==> src/rtl/stream_burst_writer.sv <==
// stream_burst_writer: drains a first-word-fall-through FIFO into a frame buffer
// with fixed 16-beat x 8-byte INCR AXI write bursts, one burst outstanding.
// The frame offset advances by 128 per completed burst and wraps at FRAME_BYTES.
// Optional macro STREAM_WRITER_ERRCNT_EN adds a saturating count of error responses.
module stream_burst_writer #(
  parameter logic [31:0] BASE_ADDR   = 32'h3000_0000,
  parameter logic [31:0] FRAME_BYTES = 32'd614400
) (
  input  logic        fclk,
  input  logic        rst,
  input  logic        start,
  input  logic [63:0] fifo_data,
  input  logic        fifo_valid,
  output logic        fifo_rd,
  input  logic        burst_valid,
  output logic [31:0] awaddr,
  output logic [3:0]  awlen,
  output logic [2:0]  awsize,
  output logic [1:0]  awburst,
  output logic        awvalid,
  input  logic        awready,
  output logic [63:0] wdata,
  output logic [7:0]  wstrb,
  output logic        wlast,
  output logic        wvalid,
  input  logic        wready,
  input  logic [1:0]  bresp,
  input  logic        bvalid,
  output logic        bready,
  output logic        frame_done,
  output logic        busy,
  output logic [15:0] err_cnt
);

  typedef enum logic [1:0] {IDLE, ADDR, DATA, RESP} state_t;

  state_t      state_q, state_d;
  logic        running_q, running_d;
  logic [31:0] offset_q, offset_d;
  logic [3:0]  beat_q, beat_d;
  logic        awvalid_q, awvalid_d;
  logic        bready_q, bready_d;
  logic        frame_done_q, frame_done_d;
  logic        busy_q, busy_d;

  logic        in_data;
  logic        w_hs;
  logic        b_hs;
  logic [31:0] offset_inc;

  // Fixed burst shape: 16 beats of 8 bytes, incrementing, all bytes enabled.
  assign awlen   = 4'd15;
  assign awsize  = 3'd3;
  assign awburst = 2'b01;
  assign wstrb   = 8'hFF;

  // Write channel is a zero-latency pass-through of the FIFO head while in DATA.
  assign in_data = (state_q == DATA);
  assign wvalid  = in_data && fifo_valid;
  assign wdata   = in_data ? fifo_data : 64'd0;
  assign fifo_rd = wvalid && wready;
  assign wlast   = in_data && (beat_q == 4'd15);
  assign w_hs    = fifo_rd;
  assign b_hs    = bvalid && bready_q;

  assign awaddr     = BASE_ADDR + offset_q;
  assign awvalid    = awvalid_q;
  assign bready     = bready_q;
  assign frame_done = frame_done_q;
  assign busy       = busy_q;

  assign offset_inc = offset_q + 32'd128;

  // Next-state and registered-output computation for the burst FSM.
  always_comb begin
    state_d      = state_q;
    running_d    = running_q | start;
    offset_d     = offset_q;
    beat_d       = beat_q;
    awvalid_d    = awvalid_q;
    bready_d     = bready_q;
    frame_done_d = 1'b0;
    case (state_q)
      IDLE: begin
        if (running_q && burst_valid) begin
          state_d   = ADDR;
          awvalid_d = 1'b1;
        end
      end
      ADDR: begin
        if (awvalid_q && awready) begin
          state_d   = DATA;
          awvalid_d = 1'b0;
          beat_d    = 4'd0;
        end
      end
      DATA: begin
        if (w_hs) begin
          beat_d = beat_q + 4'd1;
          if (beat_q == 4'd15) begin
            state_d  = RESP;
            bready_d = 1'b1;
          end
        end
      end
      RESP: begin
        if (b_hs) begin
          state_d  = IDLE;
          bready_d = 1'b0;
          if (offset_inc == FRAME_BYTES) begin
            offset_d     = 32'd0;
            frame_done_d = 1'b1;
          end else begin
            offset_d = offset_inc;
          end
        end
      end
      default: state_d = IDLE;
    endcase
    busy_d = (state_d != IDLE);
  end

  // FSM state and registered outputs; reset abandons any burst in flight.
  always_ff @(posedge fclk or posedge rst) begin
    if (rst) begin
      state_q      <= IDLE;
      running_q    <= 1'b0;
      offset_q     <= 32'd0;
      beat_q       <= 4'd0;
      awvalid_q    <= 1'b0;
      bready_q     <= 1'b0;
      frame_done_q <= 1'b0;
      busy_q       <= 1'b0;
    end else begin
      state_q      <= state_d;
      running_q    <= running_d;
      offset_q     <= offset_d;
      beat_q       <= beat_d;
      awvalid_q    <= awvalid_d;
      bready_q     <= bready_d;
      frame_done_q <= frame_done_d;
      busy_q       <= busy_d;
    end
  end

`ifdef STREAM_WRITER_ERRCNT_EN
  logic [15:0] err_cnt_q, err_cnt_d;

  // Saturating count of non-OKAY write responses.
  always_comb begin
    err_cnt_d = err_cnt_q;
    if (b_hs && (bresp != 2'b00) && (err_cnt_q != 16'hFFFF)) begin
      err_cnt_d = err_cnt_q + 16'd1;
    end
  end

  // Error counter register.
  always_ff @(posedge fclk or posedge rst) begin
    if (rst) begin
      err_cnt_q <= 16'd0;
    end else begin
      err_cnt_q <= err_cnt_d;
    end
  end

  assign err_cnt = err_cnt_q;
`else
  // Response code is ignored when error counting is compiled out.
  logic unused_bresp;
  assign unused_bresp = ^bresp;
  assign err_cnt      = 16'd0;
`endif

endmodule

==> config.mk <==
export PLATFORM = sky130hd
export DESIGN_NAME = stream_burst_writer
export DESIGN_NICKNAME = d
export VERILOG_FILES = /design/src/rtl/stream_burst_writer.sv
export SDC_FILE = /design/constraint.sdc
export NUM_CORES = 1
export LEC_CHECK = 0
export CORE_MARGIN = 8
export CORE_UTILIZATION = 30
export DETAILED_ROUTE_END_ITERATION = 6
export PLACE_DENSITY = 0.73
export SYNTH_ARGS = -nofsm -noshare
export SYNTH_HDL_FRONTEND = slang
export SYNTH_SLANG_ARGS = --single-unit
==> constraint.sdc <==
create_clock -name fclk -period 2 [get_ports fclk]
set_input_delay 0.4 -clock fclk [delete_from_list [all_inputs] [get_ports fclk]]
set_output_delay 0.4 -clock fclk [all_outputs]
set_load 0.01 [all_outputs]
## Yosys cells after proc, flatten, opt, wreduce, memory -nomap -nowiden

Cells that the tools add are included.

| storage, ports and cells | value |
|---|---|
| bits of input ports | 74 |
| bits in registers | 43 |
| output and inout bits | 136 |
| word-level logic and storage cells | 58 |

| cells by class | value |
|---|---|
| mux-type cells | 21 |
| reductions and logical operators | 15 |
| bitwise gates (word level) | 1 |
| eq/ne operators | 10 |
| add/sub/neg operators | 3 |

Operators with widths:

| operator | number |
|---|---|
| $mux W64 | 1 |
| $add A30 B32 Y32 const A | 1 |
| $add A32 B8 Y32 const B | 1 |
| $eq A32 B20 Y1 const B | 1 |
| $mux W32 | 1 |
| $mux W2 | 5 |
| $mux W1 | 8 |
| $mux W4 | 2 |
| $ne A2 B2 Y1 const B | 4 |
| $pmux W2 S4 | 1 |
| $pmux W4 S2 | 1 |
| $reduce_bool A2 Y1 | 4 |
| $logic_and A1 B1 Y1 | 6 |
| $reduce_and A3 Y1 | 2 |
| $add A4 B1 Y4 const B | 1 |
| $eq A2 B2 Y1 const B | 2 |
| $eq A4 B4 Y1 const B | 1 |
| $pmux W1 S2 | 2 |
| $reduce_and A4 Y1 | 1 |
| $eq A2 B1 Y1 const B | 1 |
| $logic_not A2 Y1 | 1 |
| $ne A2 B1 Y1 const B | 1 |
| $reduce_and A2 Y1 | 1 |
| $or A1 B1 Y1 | 1 |

## Logic depth before layout (Yosys ltp)

Gate-level depths: netlist (run 1).

| logic depth | value |
|---|---|
| word-level depth | 6 |
| depth in mapped cells | 9 |
| depth with buffers taken out | 8 |

## Worst setup path after synthesis (run 1)

No wires, ideal clock.

| timing path | value |
|---|---|
| path type | reg-to-reg |
| from | register offset_q[7] |
| to | register offset_q[13] |
| setup time | 129 ps |
| period minus slack after synthesis | 2,179 ps |
| arrival time | 2,050 ps |
| cell stages (with the launch flop) | 9 |
| buffers on the path | 0 |
| path slack | -179 ps |
| data required time | 1,871 ps |
| cells stage by stage | dfrtp_1 -> ha_1 -> nand4_4 -> nor4_1 -> xnor2_1 -> nor2_1 -> nand4_1 -> o31ai_1 -> o21ai_2 |

| between the ends | value |
|---|---|
| word-level cells in the longest chain between the ends | 3 |

RTL lines:

| what | line | source |
|---|---|---|
| start, declared | 39 | `logic [31:0] offset_q, offset_d;` |
| start signal, assigned | 137 | `offset_q <= offset_d;` |
| $add A32 B8 Y32 (*) | 72 | `assign offset_inc = offset_q + 32'd128;` |
| $eq A32 B20 Y1 | 110 | `if (offset_inc == FRAME_BYTES) begin` |
| $mux W32 (*) | 110 |  |

Mark *: on every way between the ends. The rest lies on a longest branch, timed or not.
A chain may end at the register's enable or synchronous reset.

## Worst setup path after layout (run 1)

| timing path | value |
|---|---|
| from | register offset_q[12] |
| to | register offset_q[13] |

The elaborated chain is that of the path after synthesis.

==> impl_results.md, run 1 <==
* Number of buffers inserted during clock tree synthesis at 5
* Clock Tree Root: clkbuf_8
* Required time of the critical path at 2.17 ns
* Power Density at 659 mW/mm²
* Kind of critical path: reg -> reg
* Area share of the leading cell type in the synthesized netlist at 0.295
* Vias in the first global route at 3,324
* R2R setup slack at -0.1 ns
* Start of the worst register-to-register path: offset_q[12]
* Worst Path Max Fanout at 6
* Largest cells by area after synthesis: dfrtp_1 (30%), buf_4 (15%), and2_1 (14%), xnor2_1 (6.3%), nor2_1 (3.0%)
* Share of flip-flops with an asynchronous set or reset after synthesis at 1.00
* Signed area change from the synthesized netlist to the final layout at 68.7%
* TritonCTS clock tree: yes
* Layout cell share with drive strength beyond 1 at 0.337
* Area enclosed by the die boundary at 0.0137 mm²
* Tot GR Track Use at 0.177
* Maximum clock insertion buffer count at 2
* Cell chain of the critical path: nand4_4, or2_4, o41ai_4, o2111ai_4, buf_4, nor4_4, o21ai_2
* Maxcap violations at 0
* Routed via count at 3,180
* Cell with the largest stage delay on the worst path: dfrtp_1
* Number of antenna violations at the first check in global routing at 0
* Effective utilization at floorplan at 0.303
* Setup Slack @ Placement at -0.190 ns
* Count of pins on the block boundary at 210
* Violated checks: setup timing
* Shortest period the worst path allows at 2.10 ns
* Number of enable flip-flop cells after synthesis at 0
* Netlist Area Pre-Place at 0.00305 mm²
* Post-layout instance area at 0.00515 mm²
* Site row count at 37
* Endpoint type of the worst setup path: flop
* Worst-case hold slack at 0.507 ns
* Final weighted congestion in routability-driven placement at 0.883
* Clock skew at 0.00732 ns
* Post-synth top cells: and2_1 (66), buf_4 (63), dfrtp_1 (36), nor2_1 (24)
* Worst hold path type: in -> async
* Worst reg-to-reg path cell count at 7
* Placed inst area at 0.00495 mm²
* Clock latency reported for the late side of the worst-skew pair at 0.29 ns
* Grt total ovfl at 0
* IO Port Bufs at 167
* Library cell with the largest summed area after synthesis: dfrtp_1
* Count of routing violations after the opening detailed-route iteration at 125
* Largest stage delay, worst path at 0.43 ns
* WP buf/inv at 1
* Data arrival time of the worst path at 2.27 ns
* H-tree levels at 2
* Share of the yosys chip area belonging to registers at 0.295
* Slack of the critical path at -0.0987 ns
* Launching element of the worst setup path: offset_q[12]
* RR Endpoint: offset_q[13]
* Number of nets with antenna violations after routing at 0
* Leading cell type by number of instances after synthesis: and2_1
* Total of warnings raised by yosys at 0
* Post-Syn Instances at 366
* Max Clk Rate at 0.476 GHz
* Leak Pwr at 2.40 nW
* DR DRC count at 0
* Worst Setup EP: offset_q[13]
* Detailed placer's ending HPWL at 10.6 mm
* Final hold violation count at 0
* Count of antenna diodes in the layout at 0
* Core area at 0.0101 mm²
* Average detailed-routed wire length per instance at 17.9 µm
* Pin count of the biggest net entering global routing at 37
* Final Cycle Share at 1.05
* Worst Setup Start Kind: flop
* Post-synthesis area per instance at 8.34 µm²
* Peak VDD IR at 0.000423 V
* RSZ-0062 raised after global routing: true
* Vertical die dimension at 117 µm
* Number of sinks on the clock net at 36
* Horizontal die dimension at 117 µm
* Flip-flop cell with the highest count after synthesis: dfrtp_1
* Via density per instance at 4.45
* Delay-heaviest family, CP: compound AO/OA/AOI/OAI gates
* Number of nets in the finished design at 656
* Final max-slew violation count at 0
* Status: complete, but fails checks
* Total Routed Length at 12.8 mm
* First-pass GRT wire length at 18.2 mm
* Number of stages on the worst setup path at 7
* Final standard cell utilization of the core at 0.510
* Synth Register Bits at 36
* Number of distinct standard cells referenced by the synthesized netlist at 42
* Setup-failing EPs final at 5
* 1st-pass router iterations at 5
* Clock transition at the registers of the reported paths at 0.08 ns
state kept, by name (all words and copies together), names as in the netlist:
| register | count |
|---|---|
| offset_q | 25 |
| frame_done | 1 |
| bready | 1 |
| busy | 1 |
| awvalid | 1 |
| state_q | 2 |
| running_q | 1 |
| beat_q | 4 |
through the flow:
stage | instances | setup TNS [ns] | power (mW)
after floorplan | 404 | -0.00857 | 1.73
after global placement | 680 | -0.779 | 2.97
after detailed placement | 680 | -1.17 | 2.99
after CTS | 707 | -0.0488 | 3.41
after global routing | 715 | -1.03 | 3.59
final | 715 | -0.197 | 3.40
where the power goes:
part | switching [mW] | internal [mW]
combinational | 0.994 | 0.972
clock | 0.289 | 0.279
sequential | 0.0651 | 0.797
total | 1.35 | 2.05
worst min path at each step:
stage              start           end  slack (ns)  cells past startpoint
4_1_cts        running_q     running_q        0.51                      1
2_1_floorplan  running_q     running_q        0.46                      1
3_3_place_gp   running_q     running_q        0.48                      1
5_1_grt        running_q     running_q        0.51                      1
3_5_place_dp   running_q     running_q        0.49                      1
6_report             rst  offset_q[30]        0.51                      3
logic make-up (layout without fill, tap and decap cells):
| family | count (synthesis) | in the layout | synth area share |
|---|---|---|---|
| other cells | 2 | 40 | 0.00246 |
| fa+ha+maj | 4 | 4 | 0.0164 |
| xor+xnor | 32 | 32 | 0.0918 |
| compound gates | 30 | 30 | 0.0656 |
| buf+inv | 89 | 264 | 0.194 |
| flops | 36 | 36 | 0.295 |
| simple gates | 173 | 173 | 0.334 |
tightest hold or removal path: cells and delay by family:
family | cells | cell delay, ns
buffers and inverters | 3 | 0.85
layer usage:
| metal | global-route usage | vias up | routed length, µm |
|---|---|---|---|
| li1 | - | 1533 | - |
| met1 | 0.167 | 1510 | 4290 |
| met2 | 0.351 | 125 | 7320 |
| met3 | 0.0626 | 12 | 1080 |
| met4 | 0.0452 | 0 | 133 |
| met5 | 0 | - | 0 |
cell type report:
type                    count  area, µm²
repair buffers            247       2060
clock inverters             2       15.0
flip-flops and latches     36        908
inverters                   9       33.8
multi-input cells         279       1880
clock buffers               6       82.6
fillers                   978       4940
well taps                 136        170
layout by cell type, fill, tap and decap left out, types with 3 or more instances in the layout:
| cell | netlist | routed |
|---|---|---|
| clkdlybuf4s50_1 | 0 | 97 |
| buf_4 | 63 | 72 |
| and2_1 | 66 | 63 |
| clkbuf_2 | 1 | 43 |
| conb_1 | 2 | 40 |
| dfrtp_1 | 36 | 30 |
| xnor2_1 | 22 | 21 |
| nor2_1 | 24 | 21 |
| nand2_1 | 22 | 20 |
| buf_2 | 5 | 16 |
| nand4_1 | 14 | 14 |
| nand3_1 | 14 | 14 |
| xor2_1 | 10 | 10 |
| inv_1 | 9 | 7 |
| buf_6 | 2 | 7 |
| a21oi_1 | 8 | 6 |
| clkbuf_8 | 0 | 6 |
| dfrtp_2 | 0 | 6 |
| o21ai_0 | 7 | 5 |
| nor4_1 | 6 | 5 |
| nor3_1 | 7 | 5 |
| dlygate4sd2_1 | 0 | 5 |
| nand4_4 | 1 | 3 |
| nor3_4 | 0 | 3 |
| nor4_4 | 1 | 3 |
| o21ai_1 | 2 | 3 |
| or2_2 | 4 | 3 |
| ha_1 | 4 | 3 |
| buf_12 | 0 | 3 |
timing repair:
action | in CTS | in global routing
gates cloned | 2 | 1
resized for setup | 145 | 108
setup endpoints to repair | 73 | 54
hold buffers | 0 | 0
pin swaps | 13 | 9
buffers inserted | 17 | 7
Note: power is estimated with default switching activity, not from simulation.
==> inputs of run 2 (changes only) <==
--- a/config.mk
+++ b/config.mk
@@ -5,7 +5,7 @@
 export SDC_FILE = /design/constraint.sdc
 export NUM_CORES = 1
 export LEC_CHECK = 0
-export CORE_MARGIN = 8
+export CORE_MARGIN = 5
 export CORE_UTILIZATION = 30
 export DETAILED_ROUTE_END_ITERATION = 6
 export PLACE_DENSITY = 0.73
==> run 2 against run 1 <==
The flow still finishes with violations (setup timing). Final cell count decreased by 0.56%. Non-clock buffer count decreased by 1. Hold slack improved by 0.0098 ns. Count of clock-buffer cells in the layout increased by 1. Critical path depth decreased by 2. Routed wire length decreased by 13%. Global-route usage decreased by 0.48 points. Sequential cell count unchanged. Core utilization increased by 2.5 points. Final area increased by 2.6%. Clock power decreased by 1%. Register-to-register slack improved by 0.03 ns. Critical path type is now reg -> out. Largest cell class unchanged.
==> impl_results.md, run 2 (synthesis results as in run 1) <==
* Pin count of the biggest net entering global routing at 37 (unchanged)
* Vertical die dimension at 111 µm (-5.1%)
* Share of power burned in registers at 0.261 (+0.007)
* Violated checks: setup timing
* Clock network power share at 0.170 (+0.003)
* RSZ-0062 raised after global routing: true
* Filler cells at 881 (-9.9%)
* Number of nets with antenna violations after routing at 0 (unchanged)
* Grt total ovfl at 0 (unchanged)
* Worst-case hold slack at 0.517 ns (+0.00984 ns)
* Flip-flop count of the largest register after layout at 25 (unchanged)
* Number of nets in the finished design at 655 (-0.15%)
* Number of sinks on the clock net at 36 (unchanged)
* Tot GR Track Use at 0.172 (-0.00480)
* Horizontal die dimension at 111 µm (-5.1%)
* H-tree levels at 2 (unchanged)
* Clock transition at the registers of the reported paths at 0.07 ns (about the same)
* Setup-failing EPs final at 6 (+1)
* Worst hold path type: in -> async
* Most flop-heavy register: offset_q
* Shortest period the worst path allows at 2.12 ns (+0.0177 ns)
* Register area at 908 µm² (unchanged)
* Area enclosed by the die boundary at 0.0123 mm² (-10%)
* Leak Pwr at 2.53 nW (+5.1%)
* Peak VDD IR at 0.000451 V (+6.4%)
* Total design power at 3.30 mW (-2.8%)
* Endpoint type of the worst setup path: primary output
* Power Density at 625 mW/mm² (-5.2%)
* Switching part of the total at 0.366 (-0.0307)
* Required time of the critical path at 1.60 ns (-0.57 ns)
* Most common library cell in the layout ignoring fill and taps: clkdlybuf4s50_1
* Slack of the critical path at -0.116 ns (-0.0177 ns)
* Number of buffers inserted during clock tree synthesis at 5 (unchanged)
* Design internal power at 2.09 mW (+2.2%)
* Total Routed Length at 11.2 mm (-13%)
* TritonCTS clock tree: yes
* Count of routing violations after the opening detailed-route iteration at 127 (+1.6%)
* Layout cell share with drive strength beyond 1 at 0.269 (-0.0682)
* DR DRC count at 0 (unchanged)
* 1st-pass router iterations at 4 (-1)
* Count of pins on the block boundary at 210 (unchanged)
* Vias in the first global route at 3,210 (-3.4%)
* Top Registers: offset_q (25), beat_q (4), state_q (2)
* Signed area change from the synthesized netlist to the final layout at 73.1%
* Routed via count at 3,178 (-0.063%)
* First-pass GRT wire length at 17.0 mm (-6.3%)
* Maxcap violations at 0 (unchanged)
* Final max-slew violation count at 0 (unchanged)
* Combinational Power Share at 0.569 (-0.010)
* Max Clk Rate at 0.472 GHz (-0.84%)
* Data arrival time of the worst path at 1.72 ns (-0.55 ns)
* Site row count at 36 (-2.7%)
* Final Cycle Share at 1.06 (+0.00887)
* Effective utilization at floorplan at 0.309 (+0.00698)
* Status: complete, but fails checks
* Multi-input gate area in the final layout at 0.00189 mm² (+0.47%)
* Maximum clock insertion buffer count at 2 (unchanged)
* Clock skew at 0.00681 ns (-0.000507 ns)
* Setup Slack @ Placement at -0.180 ns (+0.0101 ns)
* Worst Setup Start Kind: flop
* Core area at 0.00986 mm² (-2.3%)
* Via density per instance at 4.47 (+0.50%)
* Final hold violation count at 0 (unchanged)
* Switching power of the nets at 1.21 mW (-10%)
* Average detailed-routed wire length per instance at 15.7 µm (-12%)
* Clock Tree Root: clkbuf_8
* Worst Path Max Fanout at 11 (+5)
* Final weighted congestion in routability-driven placement at 0.866 (-1.8%)
* Number of antenna violations at the first check in global routing at 1 (+1)
* IO Port Bufs at 167 (unchanged)
* Kind of critical path: reg -> out
* Detailed placer's ending HPWL at 9.19 mm (-13%)
* Most frequent cells in the layout: clkdlybuf4s50_1 (97), buf_4 (69), and2_1 (65), conb_1 (40)
* Clock latency reported for the late side of the worst-skew pair at 0.28 ns (about the same)
run 2: cell count changes in the layout (fill, tap and decap cells not counted), sizes merged:
cell and change:
dlygate4sd2 +25, clkbuf -38, clkdlybuf4s15 +3, dlymetal6s2s +10, clkinvlp -2, diode +1
run 2: final timing paths:
path	slack, ns	cells past startpoint	end	start
setup / recovery	-0.12	5	wdata[21]	state_q[1]
hold / removal	0.52	3	offset_q[29]	rst
setup reg to reg	-0.07	6	offset_q[14]	offset_q[11]
hold reg to reg	0.52	1	running_q	running_q
max in group asynchronous	1.12	3	offset_q[30]	rst
min in group fclk	0.52	1	running_q	running_q
run 2: per-layer routing:
layer / vias to the layer above / routed length (µm) / share of wire / GRT usage
li1: 1526 / - / - / -
met1: 1473 / 3540 / 0.32 / 0.159
met2: 163 / 6230 / 0.56 / 0.336
met3: 16 / 1060 / 0.095 / 0.0600
met4: 0 / 340 / 0.030 / 0.0747
met5: - / 0 / 0 / 0
run 2: cell type report:
| cell class | instances | share of cell area |
|---|---|---|
| multi-input combinational | 279 | 0.357 |
| sequential | 36 | 0.172 |
| tap | 133 | 0.0315 |
| antenna | 1 | 0.000474 |
| timing repair buffer | 246 | 0.415 |
| inverter | 9 | 0.00639 |
| clock buffer | 7 | 0.0182 |
run 2: per-stage QoR:
step                      TNS (ns)   util  instance area [µm²]  instances
after floorplan           -0.00857      -                 3270        404
after global placement      -0.553  0.505                 4980        682
after detailed placement    -0.725  0.505                 4980        682
after CTS                    -1.67  0.526                 5190        703
after global routing         -1.22  0.536                 5280        711
final                       -0.390  0.536                 5280        711
run 2: what timing repair did:
action                                  CTS  global route
endpoints found under the setup margin   75            46
resized for setup                       147            39
setup buffers                            13             8
hold buffers                              0             0
pin swaps                                12            16
gates cloned                              1             0
run 2: worst max-delay path, cell delays in order, from the launching register on:
cell and delay, ns:
dfrtp_1 0.37, inv_2 0.06, nor2_4 0.17, buf_4 0.18
and2_1 0.13, clkdlybuf4s50_1 0.54
run 2: power by group through the flow:
stage,clock (mW),combinational (mW),sequential [mW]
after floorplan,0,0.852,0.874
after global placement,0,2.01,0.871
after detailed placement,0,2.03,0.876
after CTS,0.577,1.90,0.860
after global routing,0.613,2.03,0.870
final,0.562,1.88,0.861
